[src/rtl/bm_dag1_sink.sv]
// Sink for the bm_dag1 result stream: FIFO-buffers {out1,out0} pairs, packs PACK
// of them per output word, and tracks an accepted-entry count and XOR checksum.
`timescale 1ns/1ps
module bm_dag1_sink #(
    parameter int BITS  = 2,
    parameter int DEPTH = 4,
    parameter int PACK  = 2
) (
    input  logic                       clock,
    input  logic                       reset_n,
    input  logic                       in_valid,
    output logic                       in_ready,
    input  logic [BITS-1:0]            in_data0,
    input  logic                       in_data1,
    output logic                       out_valid,
    input  logic                       out_ready,
    output logic [PACK*(BITS+1)-1:0]   out_data,
    output logic [7:0]                 word_count,
    output logic [BITS:0]              checksum
);
    localparam int W  = BITS + 1;
    localparam int AW = $clog2(DEPTH);
    localparam int SW = (PACK > 1) ? $clog2(PACK) : 1;

    typedef enum logic {COLLECT, PRESENT} state_t;

    logic [W-1:0]  mem [DEPTH];
    logic [AW-1:0] wr_ptr, rd_ptr;
    logic [AW:0]   count;
    logic [SW-1:0] slot;
    state_t        state;
    logic [W-1:0]  in_entry;
    logic          push, pop;

    assign in_entry = {in_data1, in_data0};
    // Ready depends only on the registered count, so a same-cycle pop never frees a full FIFO.
    assign in_ready = (count < (AW+1)'(DEPTH));
    assign push     = in_valid && in_ready;
    assign pop      = (state == COLLECT) && (count != '0);

    always_ff @(posedge clock) begin
        if (push)
            mem[wr_ptr] <= in_entry;
    end

    always_ff @(posedge clock or negedge reset_n) begin
        if (!reset_n) begin
            wr_ptr <= '0;
            rd_ptr <= '0;
            count  <= '0;
        end else begin
            if (push)
                wr_ptr <= wr_ptr + AW'(1);
            if (pop)
                rd_ptr <= rd_ptr + AW'(1);
            case ({push, pop})
                2'b10:   count <= count + (AW+1)'(1);
                2'b01:   count <= count - (AW+1)'(1);
                default: count <= count;
            endcase
        end
    end

    always_ff @(posedge clock or negedge reset_n) begin
        if (!reset_n) begin
            word_count <= '0;
            checksum   <= '0;
        end else if (push) begin
            word_count <= word_count + 8'd1;
            checksum   <= checksum ^ in_entry;
        end
    end

    always_ff @(posedge clock or negedge reset_n) begin
        if (!reset_n) begin
            state     <= COLLECT;
            slot      <= '0;
            out_valid <= 1'b0;
            out_data  <= '0;
        end else begin
            case (state)
                COLLECT: begin
                    if (pop) begin
                        out_data[slot*W +: W] <= mem[rd_ptr];
                        if (slot == SW'(PACK-1)) begin
                            slot      <= '0;
                            state     <= PRESENT;
                            out_valid <= 1'b1;
                        end else begin
                            slot <= slot + SW'(1);
                        end
                    end
                end
                PRESENT: begin
                    if (out_ready) begin
                        out_valid <= 1'b0;
                        state     <= COLLECT;
                    end
                end
                default: state <= COLLECT;
            endcase
        end
    end
endmodule
[config.mk]
export PLATFORM = sky130hd
export DESIGN_NAME = bm_dag1_sink
export DESIGN_NICKNAME = d
export VERILOG_FILES = /design/src/rtl/bm_dag1_sink.sv
export SDC_FILE = /design/constraint.sdc
export NUM_CORES = 1
export LEC_CHECK = 0
export ABC_AREA = 1
export CORE_ASPECT_RATIO = 0.5
export CORE_MARGIN = 2
export CORE_UTILIZATION = 57
export CTS_CLUSTER_DIAMETER = 40
export DETAILED_ROUTE_END_ITERATION = 8
export PLACE_DENSITY = 0.88
export SYNTH_ARGS = -nofsm -noshare
export SYNTH_HDL_FRONTEND = slang
export SYNTH_SLANG_ARGS = --single-unit
[constraint.sdc]
create_clock -name clock -period 3.3 [get_ports clock]
set_input_delay 0.66 -clock clock [delete_from_list [all_inputs] [get_ports clock]]
set_output_delay 0.66 -clock clock [all_outputs]
set_load 0.05 [all_outputs]
==> results.yml <==
logic_synthesis:
  yosys_warnings: 0
  syn_area_per_cell_sq_um: 10.3
  synthCells: 168
  ys_ff_latch: 39
  seq_area_frac_synth_pct: 60.1
  syn-num-nets: 182
  syn_area_sq_um: 1720
  synth_top_cells_by_area: "dfrtp_1, edfxtp_1, nand2_1, ha_1, inv_1"
  yosysTopAreaCell: "dfrtp_1"
  synth_top_area_share_pct: 39.2
  ys_types: 23
critical_path:
  setup.worst_path.end: "in_ready"
  required_ns: 2.64
  rr_endpoint: "count[2]"
  worstPathArrival_ns: 1.62
  r2r_setup_slack_ns: 1.40
  r2r_start: "count[0]"
  critPathMaxStageDelay_ns: 0.82
  critPathCaptureType: "output pin"
  critical_path.top_delay_family: "buffers and inverters"
  critical_path_depth: 2
  path_cells: "inv_2 > clkdlybuf4s50_1"
  cp_num_buf_inv: 2
  start_kind: "flop"
  crit_fanout: 6
  cp-startpoint: "count[2]"
  worst_path_max_delay_cell: "clkdlybuf4s50_1"
  reg2regPathDepth: 10
  worstSetupPathType: "reg2out"
floorplan:
  die-width_um: 81.8
  coreArea_sq_um: 2940
  std_cell_rows: 14
  start_util_pct: 58.6
  io_pins: 26
  die_area_sq_um: 3510
  die_h_um: 42.9
sta:
  rsz0062_at_grt: "no"
  slew-limit-headroom_pct: 66.0
  finalHoldViolCount: 0
  setup_violations: 0
  fin_crit_sh_pct: 69.0
  finalSetupTns_ns: 0
  worst_pin_slew_ns: 0.509
  fmax_mhz: 439
  skew_ns: 0.00440
  drv_slew: 0
  period_needed_ns: 2.28
clock_tree:
  cts_sinks: 39
  cts_setup_buffers: 0
  postCtsResizedCells: 0
  cts_tree: "done"
  cts-htree-levels: 2
  path_clk_slew_ns: 0.07
  root_buffer: "clkbuf_8"
  clock_path_buffers: 2
  insertion_delay_ns: 0.29
  postCtsHoldBufs: 0
  cts_made_buffers: 5
placed_design:
  dp_hpwl_um: 2250
  dp.cells: 233
  gp_congestion: 0.790
  portBuffers: 25
  dpl_cell_area_sq_um: 2030
grt:
  antenna_found_initial: 0
  grt.total_usage_pct: 21.0
  overflow: 0
  grt_max_degree: 28
  grt_pass1_wl_um: 5240
  grt_pass1_vias: 1157
drt:
  viasPerCell: 4.84
  wl_per_cell_um: 12.4
  dr.pass1.iters: 4
  vias: 1166
  wirelength_um: 3000
  ant_nets: 0
  drc: 0
  dr.first_iter.drc_count: 41
hold_path:
  hp-class: "reg2reg"
run_status:
  status: "finished clean"
cells_and_area:
  drive_gt1_share_pct: 8.96
  stdcell_count: 241
  n_fill_cell: 214
  area_growth_pct: 22.3
  fin_nets: 214
  n_antenna_cell: 0
  fin_area_sq_um: 2110
power:
  combPwrFrac_pct: 50.7
  power_uw: 2260
  p_switching_uw: 1040
  power_density_nw_per_um2: 1070
  p_sw_share_pct: 46.2
  leakage_uw: 0.000939
  internal_power_uw: 1220
  power.share.clock_pct: 13.5
  p_seq_share_pct: 35.9
  ir_worst_vdd_mv: 0.629
flow_run:
  drv_cap: 0
stage by stage:
step	utilization (%)	setup slack (ns)	hold slack, ns
after floorplan	-	1.46	0.364
after global placement	68.9	0.902	0.460
after detailed placement	68.9	0.764	0.467
after CTS	71.6	1.02	0.479
after global routing	71.6	0.959	0.500
final	71.6	1.02	0.475
cells in the mapped netlist, drive strengths merged:
master,n
dfrtp,27
o21ai,11
a21oi,1
edfxtp,12
inv,23
nor2,12
nand4,1
ha,6
fa,1
xnor2,6
nor3,1
or2,1
buf,1
nand3,14
xor2,5
nand2,46
cells in the final DEF, fill, tap and decap left out:
cell type	synthesis	routed
nor2_2	2	2
ha_1	6	6
buf_4	0	1
dfrtp_1	27	27
nor2_1	10	10
xor2_1	5	5
nand2_4	1	1
clkbuf_1	0	2
clkbuf_8	0	5
nand4_1	1	1
fa_1	1	1
nand3_1	10	10
inv_2	1	1
o21ai_0	4	4
nand2_2	1	1
clkdlybuf4s50_1	0	25
edfxtp_1	12	12
nor3_1	1	1
a21oi_1	1	1
o21ai_1	7	7
nand2_1	44	44
inv_4	2	2
nand3_2	4	4
inv_1	20	20
clkinv_2	0	1
xnor2_1	6	6
or2_0	1	1
cell families (layout without fill, tap and decap cells):
group | after synthesis | after routing | share of synthesized area [%]
and+or+nand+nor | 75 | 75 | 19.7
DFF | 39 | 39 | 60.1
buffers and inverters | 24 | 57 | 5.59
AOI/OAI and AO/OA | 12 | 12 | 3.48
xor gates and xnor gates | 11 | 11 | 5.59
adders and majority gates | 7 | 7 | 5.52
metal layers:
layer	global-route usage [%]	up-vias	share of wire, %
li1	-	597	-
met1	27.4	534	46
met2	33.3	31	48
met3	6.81	4	5.0
met4	7.00	0	1.3
met5	0	-	0
state kept, by name, summed over array words and instances (netlist names):
signal      flops
checksum        3
count           3
mem            12
out_data        6
out_valid       1
rd_ptr          2
slot            1
state           1
word_count      8
wr_ptr          2
layout make-up:
cell class	count	area [sq um]	share of cell area, %
clock buffers	7	76.3	3.62
well taps	40	50.0	2.37
clock inverters	1	5.00	0.237
repair buffers	26	258	12.2
inverters	23	91.3	4.33
multi-input cells	105	592	28.1
flip-flops and latches	39	1040	49.1
worst min path at each step:
stage	start	to	slack, ns	depth (start not counted)
after floorplan	reset_n	checksum[0]	0.36	0
final	checksum[2]	checksum[2]	0.47	1
after global routing	checksum[2]	checksum[2]	0.50	1
after global placement	checksum[1]	checksum[1]	0.46	1
after detailed placement	checksum[2]	checksum[2]	0.47	1
after CTS	checksum[2]	checksum[2]	0.48	1
power groups by stage:
| stage | clock, uW | sequential [uW] | combinational (uW) |
|---|---|---|---|
| final | 304 | 810 | 1140 |
| after global routing | 331 | 836 | 1270 |
| after CTS | 307 | 812 | 1160 |
| after detailed placement | 0 | 820 | 1150 |
| after global placement | 0 | 811 | 1100 |
| after floorplan | 0 | 1110 | 517 |
Note: power is estimated with default switching activity, not from simulation.
